[src/rtl/vecvec_operand_loader.sv]
// -----------------------------------------------------------------------------
// vecvec_operand_loader
//
// Upstream feeder for the fixed-point dot-product unit (vecvec<N>).
//
// Vector elements arrive one at a time on a valid/ready stream: all
// VECTOR_SIZE elements of A first, then all elements of B. They are assembled
// into the flat vec_a / vec_b buses. Once both vectors are loaded, the loader
// releases the dot unit's active-high restart (dot_rst) and waits for its
// complete flag. The result is then captured and offered on a valid/ready
// output. A watchdog abandons the run if the dot unit never completes.
//
// Element i of each vector sits at bits [i*DATA_WIDTH +: DATA_WIDTH].
// No arithmetic is done here. BIN_POS is only carried along for the dot unit,
// and the result is passed through bit-exact.
//
// Parameters
//   DATA_WIDTH   element/result width (two's-complement fixed point)
//   BIN_POS      binary point position (pass-through only)
//   VECTOR_SIZE  elements per vector (>= 1)
//   TIMEOUT      max RUN cycles to wait for dot_complete (>= 2)
//
// Ports
//   clk           in   rising-edge clock
//   rst           in   asynchronous reset, active-low
//   in_valid      in   in_data holds an element
//   in_ready      out  loader accepts an element this cycle (LOAD_A/LOAD_B)
//   in_data       in   element, A elements first, then B elements
//   vec_a         out  assembled A vector
//   vec_b         out  assembled B vector
//   dot_rst       out  active-high restart to the dot unit, low only in RUN
//   dot_complete  in   dot unit result valid
//   dot_result    in   dot unit result
//   out_valid     out  out_dot holds a result
//   out_ready     in   consumer accepts the result
//   out_dot       out  captured dot result
//   busy          out  state is RUN or HOLD
//   timeout       out  sticky watchdog flag, cleared only by reset
// -----------------------------------------------------------------------------
module vecvec_operand_loader #(
    parameter int DATA_WIDTH  = 16,
    parameter int BIN_POS     = 8,
    parameter int VECTOR_SIZE = 3,
    parameter int TIMEOUT     = 1024
) (
    input  logic                              clk,
    input  logic                              rst,
    input  logic                              in_valid,
    output logic                              in_ready,
    input  logic [DATA_WIDTH-1:0]             in_data,
    output logic [VECTOR_SIZE*DATA_WIDTH-1:0] vec_a,
    output logic [VECTOR_SIZE*DATA_WIDTH-1:0] vec_b,
    output logic                              dot_rst,
    input  logic                              dot_complete,
    input  logic [DATA_WIDTH-1:0]             dot_result,
    output logic                              out_valid,
    input  logic                              out_ready,
    output logic [DATA_WIDTH-1:0]             out_dot,
    output logic                              busy,
    output logic                              timeout
);

    // -------------------------------------------------------------------------
    // Derived sizes
    // -------------------------------------------------------------------------
    // A single-element vector still needs a 1-bit slot index.
    localparam int IDX_W  = (VECTOR_SIZE > 1) ? $clog2(VECTOR_SIZE) : 1;
    localparam int WDOG_W = $clog2(TIMEOUT);

    localparam logic [IDX_W-1:0]  IDX_LAST  = IDX_W'(VECTOR_SIZE - 1);
    localparam logic [WDOG_W-1:0] WDOG_LAST = WDOG_W'(TIMEOUT - 1);

    // Reject parameter sets the datapath cannot represent.
    if (VECTOR_SIZE < 1 || TIMEOUT < 2 || BIN_POS < 0 || BIN_POS >= DATA_WIDTH) begin : g_bad_params
        $error("vecvec_operand_loader: illegal VECTOR_SIZE/TIMEOUT/BIN_POS");
    end

    // -------------------------------------------------------------------------
    // State machine encoding
    // -------------------------------------------------------------------------
    typedef enum logic [2:0] {
        ST_IDLE,
        ST_LOAD_A,
        ST_LOAD_B,
        ST_RUN,
        ST_HOLD
    } state_t;

    state_t state;
    state_t next_state;

    logic [IDX_W-1:0]  idx;
    logic [WDOG_W-1:0] wdog;

    logic loading;        // LOAD_A or LOAD_B
    logic accept;         // element transferred on this edge
    logic last_elem;      // accepted element fills the final slot
    logic wdog_expired;   // RUN has lasted TIMEOUT cycles without completion
    logic out_fire;       // result handshake on this edge

    assign loading      = (state == ST_LOAD_A) || (state == ST_LOAD_B);
    assign accept       = in_valid && loading;
    assign last_elem    = accept && (idx == IDX_LAST);
    assign wdog_expired = (wdog == WDOG_LAST);
    assign out_fire     = out_valid && out_ready;

    // -------------------------------------------------------------------------
    // FSM process 1: state register
    // -------------------------------------------------------------------------
    // NOTE: clocked state uses non-blocking assignments so every register
    // samples pre-edge values, independent of process ordering.
    always_ff @(posedge clk or negedge rst) begin
        if (!rst) begin
            state <= ST_IDLE;
        end else begin
            state <= next_state;
        end
    end

    // -------------------------------------------------------------------------
    // FSM process 2: next-state logic
    // -------------------------------------------------------------------------
    // NOTE: next_state is defaulted before the case so that no path leaves it
    // unassigned, which would otherwise infer a latch.
    always_comb begin
        next_state = state;
        unique case (state)
            ST_IDLE: begin
                next_state = ST_LOAD_A;
            end
            ST_LOAD_A: begin
                if (last_elem) next_state = ST_LOAD_B;
            end
            ST_LOAD_B: begin
                if (last_elem) next_state = ST_RUN;
            end
            ST_RUN: begin
                // A completion on the final watchdog cycle still wins.
                if (dot_complete) begin
                    next_state = ST_HOLD;
                end else if (wdog_expired) begin
                    next_state = ST_LOAD_A;
                end
            end
            ST_HOLD: begin
                if (out_fire) next_state = ST_LOAD_A;
            end
            default: begin
                next_state = ST_IDLE;
            end
        endcase
    end

    // -------------------------------------------------------------------------
    // FSM process 3: state-decoded outputs
    // -------------------------------------------------------------------------
    always_comb begin
        in_ready = 1'b0;
        busy     = 1'b0;
        unique case (state)
            ST_LOAD_A, ST_LOAD_B: in_ready = 1'b1;
            ST_RUN, ST_HOLD:      busy     = 1'b1;
            default: begin
                in_ready = 1'b0;
                busy     = 1'b0;
            end
        endcase
    end

    // -------------------------------------------------------------------------
    // Operand assembly
    // -------------------------------------------------------------------------
    // Only the addressed slot is written. Slots not yet rewritten in the
    // current load keep the previous vector's values.
    // NOTE: the operand registers are flops, not a RAM, so they can be cleared
    // by reset. This makes the buses read zero right after reset.
    always_ff @(posedge clk or negedge rst) begin
        if (!rst) begin
            idx   <= '0;
            vec_a <= '0;
            vec_b <= '0;
        end else begin
            if (accept) begin
                for (int i = 0; i < VECTOR_SIZE; i++) begin
                    if (idx == IDX_W'(i)) begin
                        if (state == ST_LOAD_A) begin
                            vec_a[i*DATA_WIDTH +: DATA_WIDTH] <= in_data;
                        end else begin
                            vec_b[i*DATA_WIDTH +: DATA_WIDTH] <= in_data;
                        end
                    end
                end
                idx <= (idx == IDX_LAST) ? '0 : idx + 1'b1;
            end else if (state == ST_RUN && !dot_complete && wdog_expired) begin
                // An abandoned run restarts loading from slot 0.
                idx <= '0;
            end
        end
    end

    // -------------------------------------------------------------------------
    // Watchdog
    // -------------------------------------------------------------------------
    // Cleared in every state except RUN, so each run starts counting from 0.
    // The count reaches TIMEOUT-1 on the TIMEOUT-th RUN cycle.
    always_ff @(posedge clk or negedge rst) begin
        if (!rst) begin
            wdog <= '0;
        end else if (state == ST_RUN) begin
            wdog <= wdog + 1'b1;
        end else begin
            wdog <= '0;
        end
    end

    // -------------------------------------------------------------------------
    // Result capture and output handshake
    // -------------------------------------------------------------------------
    always_ff @(posedge clk or negedge rst) begin
        if (!rst) begin
            out_dot   <= '0;
            out_valid <= 1'b0;
            timeout   <= 1'b0;
        end else begin
            unique case (state)
                ST_RUN: begin
                    if (dot_complete) begin
                        out_dot   <= dot_result;
                        out_valid <= 1'b1;
                    end else if (wdog_expired) begin
                        timeout <= 1'b1;
                    end
                end
                ST_HOLD: begin
                    // out_dot stays frozen until the next capture.
                    if (out_fire) out_valid <= 1'b0;
                end
                default: begin
                    out_valid <= 1'b0;
                end
            endcase
        end
    end

    // -------------------------------------------------------------------------
    // Dot unit restart
    // -------------------------------------------------------------------------
    // Registered from next_state. dot_rst therefore drops on the same edge that
    // enters RUN and rises on the edge that leaves it. It stays high through
    // the whole load, at least 2*VECTOR_SIZE cycles before every run.
    always_ff @(posedge clk or negedge rst) begin
        if (!rst) begin
            dot_rst <= 1'b1;
        end else begin
            dot_rst <= (next_state != ST_RUN);
        end
    end

endmodule
[config.mk]
export PLATFORM = sky130hd
export DESIGN_NAME = vecvec_operand_loader
export DESIGN_NICKNAME = d
export VERILOG_FILES = /design/src/rtl/vecvec_operand_loader.sv
export SDC_FILE = /design/constraint.sdc
export NUM_CORES = 1
export LEC_CHECK = 0
export ABC_AREA = 1
export BUFFER_PORTS_ARGS = -buffer_cell sky130_fd_sc_hd__buf_2
export CAP_MARGIN = 10
export CORE_MARGIN = 3
export CORE_UTILIZATION = 35
export CTS_BUF_LIST = sky130_fd_sc_hd__clkbuf_16
export DETAILED_ROUTE_END_ITERATION = 6
export MAX_ROUTING_LAYER = met4
export PLACE_DENSITY = 0.59
export SYNTH_ARGS = -nofsm -noshare
export SYNTH_HDL_FRONTEND = slang
export SYNTH_SLANG_ARGS = --single-unit
[constraint.sdc]
create_clock -name clk -period 3.06 [get_ports clk]
set_input_delay 0.612 -clock clk [delete_from_list [all_inputs] [get_ports clk]]
set_output_delay 0.612 -clock clk [all_outputs]
set_load 0.005 [all_outputs]
==> results.py <==
metrics = {
    "outcome": {
        "run_status": "finished, final reports clean",
    },
    "detailed_routing": {
        "num_vias": 4017,
        "top_layer_used": "met4",
        "first_iter_violations": 218,
        "detail_route.wirelength_um": 12830,
        "detail-route-antenna-nets": 0,
        "drt_first_pass_iters": 5,
        "drc": 0,
        "met1_wire_length_um": 5329,
        "drt-vias-per-instance": 4.693,
        "wl_met2_um": 6656,
        "wl_per_cell_um": 14.98,
        "route.met3.wl_um": 662,
    },
    "pwr": {
        "p_per_area_mw_per_mm2": 1014,
        "clkPwrFrac_pct": 28.6,
        "total_switching_power_mw": 2.182,
        "power.ir.vdd_worst_uv": 445.0,
        "comb_power_share_pct": 29.3,
        "power.internal_mw": 4.435,
        "cellLeakagePower_nw": 3.486,
        "power.total_mw": 6.616,
        "switching_share_pct": 32.97,
        "p_seq_share_pct": 42.1,
    },
    "clocking": {
        "clock_latency_of_the_later_clocked_register_in_the_worst_skew_pair_ns": 0.41,
        "postCtsResizedCells": 0,
        "holdBufCountCts": 0,
        "htreeDepth": 4,
        "buffer_cell_driving_the_clock_tree_root": "sky130_fd_sc_hd__clkbuf_16",
        "number_of_buffers_created_by_cts": 17,
        "cts_post_setup_buffers_inserted": 0,
        "cts-root-to-sink-buffers": 2,
        "cts_sinks": 130,
        "worst_setup_hold_path_clk_slew_ns": 0.06,
        "cts_tree": "built",
    },
    "sta": {
        "final-setup-viol-count": 0,
        "rsz0062_at_grt": "no",
        "min_period_ns": 2.174,
        "fin_tns_setup_ns": 0,
        "timing_hold_violations_final": 0,
        "fmaxAchievable_mhz": 460.0,
        "worstMarginPinSlew_ns": 0.6592,
        "final-max-slew-violation-count": 0,
        "slew_headroom_pct": 56.00,
        "fin_worst_skew_ns": 0.005557,
        "period_share_pct": 71.04,
    },
    "setup_path": {
        "setup.reg_to_reg.worst_slack_ns": 1.31,
        "timing.rr.start": "state[2]",
        "cp-end-kind": "primary output",
        "worst_path_largest_cell_delay_ns": 0.42,
        "critPathKind": "register to primary output",
        "worstReg2RegEnd": "vec_a[1]",
        "critical_path_arrival_ns": 1.56,
        "required_time_worst_endpoint_ns": 2.45,
        "path_max_fanout": 16,
        "critical_path.slowest_cell": "sky130_fd_sc_hd__dfrtp_1",
        "critical_path.top_delay_family": "simple AND/OR/NAND/NOR gates",
        "worst_r2r_path_depth": 6,
        "sequence_of_cells_on_the_critical_path": "nand2_1, nor2_4, or2_2, buf_2",
        "timing.critical_path.buf_inv": 1,
        "worstSetupStartpointType": "register",
    },
    "synthesis": {
        "netlist_instances": 512,
        "postSynthNetCount": 550,
        "synth_top_cells_by_count": "sky130_fd_sc_hd__nand2_1 (157), sky130_fd_sc_hd__dfrtp_1 (129), sky130_fd_sc_hd__o21ai_1 (85), sky130_fd_sc_hd__inv_1 (30), sky130_fd_sc_hd__nand3_1 (25)",
        "synth_most_common_cell": "sky130_fd_sc_hd__nand2_1",
        "synth-xor-area-share_pct": 0.1702,
        "synthSimpleGateAreaFrac_pct": 18.65,
        "syn_area_per_cell_um2": 10.05,
        "ys_dominant_reg_cell": "sky130_fd_sc_hd__dfrtp_1",
        "ys_types": 25,
        "complex_gate_fraction_of_the_synthesized_area_pct": 11.19,
        "synthesized_flop_and_latch_total": 130,
        "async_flop_share_pct": 100.0,
        "post_synth_instance_area_mm2": 0.005145,
        "synth_top_cells_by_area": "sky130_fd_sc_hd__dfrtp_1 (63%), sky130_fd_sc_hd__nand2_1 (11%), sky130_fd_sc_hd__o21ai_1 (8.3%), sky130_fd_sc_hd__nand3_1 (2.4%), sky130_fd_sc_hd__buf_6 (2.4%)",
        "synth_edf_count": 0,
        "share_of_synthesized_area_spent_on_multiplexers_pct": 0,
        "synth_adder_area_share_pct": 0.2432,
        "synthDominantAreaCellType": "sky130_fd_sc_hd__dfrtp_1",
        "netlist.area_leader.share_pct": 62.74,
        "synth_sequential_area_ratio_pct": 63.25,
        "synth_top_family_by_area": "simple AND/OR/NAND/NOR gates",
        "yosysWarningCount": 0,
    },
    "placed_design": {
        "place_congestion": 0.7857,
        "dpl.hpwl_um": 9242,
        "io_buffer_count": 153,
    },
    "layout": {
        "layout.filler_cells": 1359,
        "antenna-diode-count": 0,
        "syn_to_final_growth_pct": 26.82,
        "area_of_the_multi_input_gates_mm2": 0.001556,
        "final_core_utilization_pct": 46.11,
        "fin_nets": 701,
        "drive_gt1_share_pct": 31.51,
        "area.sequential_mm2": 0.003254,
    },
    "global_routing": {
        "grt_first_pass_wirelength_um": 20660,
        "grt_start_max_net_pins": 59,
        "grt_antenna_before_repair": 0,
        "global_route.overflow_total": 0,
        "first_global_vias": 3971,
        "grt_use_total_pct": 16.99,
    },
    "floorplanning": {
        "floorplan.rows": 43,
        "ios": 154,
        "chipHeight_um": 127.2,
        "design.die.area_mm2": 0.01619,
        "design.core.area_mm2": 0.01415,
        "die-width_um": 127.2,
        "initial_util_pct": 36.36,
    },
    "worst_hold_path": {
        "hold_class": "primary input to async pin",
    },
    "flow_run": {
        "max_capacitance_violation_count": 0,
    },
}
==> stage by stage <==
step | cell area [um2] | hold WS, ns | cells | setup slack (ns)
3_3_place_gp | 5971 | 0.4474 | 824 | 1.177
3_5_place_dp | 5971 | 0.4560 | 824 | 1.135
4_1_cts | 6525 | 0.08703 | 856 | 0.8711
5_1_grt | 6525 | 0.1033 | 856 | 0.7656
2_1_floorplan | 5145 | 0.3164 | 512 | 1.586
6_report | 6525 | 0.09782 | 856 | 0.8862
==> per-layer routing <==
layer  vias up  GRT usage [%]
met5         -              -
met4         0          5.804
met3        16          4.933
met2        95          28.02
met1      1935          20.02
li1       1971              -
==> layout by cell type (no fill, tap or decap), types with 4 or more instances in the layout <==
master	netlist	routed
sky130_fd_sc_hd__dfrtp_1	129	129
sky130_fd_sc_hd__o21ai_1	85	85
sky130_fd_sc_hd__inv_2	5	5
sky130_fd_sc_hd__buf_2	6	152
sky130_fd_sc_hd__nand2_1	157	157
sky130_fd_sc_hd__inv_1	30	34
sky130_fd_sc_hd__a21oi_1	6	6
sky130_fd_sc_hd__nand3_1	25	25
sky130_fd_sc_hd__nand3_2	4	4
sky130_fd_sc_hd__clkbuf_16	0	17
sky130_fd_sc_hd__nand3_4	4	4
sky130_fd_sc_hd__nor2_1	14	14
sky130_fd_sc_hd__o21ai_2	12	12
==> final cells by class <==
cell class | instances | area share [%]
sequential | 130 | 49.88
tap | 180 | 3.452
multi-input combinational | 323 | 23.85
inverter | 35 | 2.013
clock inverter | 15 | 1.975
clock buffer | 17 | 6.520
timing repair buffer | 156 | 12.31
==> registers in the layout (all words and copies together), names as in the netlist <==
name and flops:
vec_b 48, state 3, vec_a 48, out_dot 16, dot_rst 1, wdog 10
timeout 1, out_valid 1, idx 2
==> worst reg2reg max path, delay by kind of cell (launching register included) <==
family | cells | cell delay [ns]
buffers and inverters | 2 | 0.24
AOI/OAI and AO/OA | 1 | 0.08
DFF | 1 | 0.43
and+or+nand+nor | 3 | 0.88
==> power groups by stage <==
stage                     Clock (mW)  Combinational, mW  Sequential, mW
after global placement             0               1.93            2.78
final                           1.89               1.94            2.79
after CTS                       1.94               1.99            2.79
after global routing            2.03               2.20            2.87
after floorplan                    0              0.979            2.84
after detailed placement           0               1.99            2.80
==> worst max-delay path by stage <==
stage,from,endpoint,slack [ns],depth (start not counted)
after floorplan,state[1],busy,1.59,3
after global placement,in_valid,vec_a[1],1.18,4
after detailed placement,in_valid,vec_a[1],1.14,4
after CTS,state[0],busy,0.87,4
after global routing,state[1],busy,0.77,4
final,state[0],busy,0.89,4
==> cells by family after synthesis <==
family | after synthesis
XOR/XNOR | 1
adder cells (fa/ha/maj) | 1
AO/OA/AOI/OAI | 106
flip-flops | 130
AND/OR/NAND/NOR | 215
buffers and inverters | 59
(Power assumes the default switching activity.)
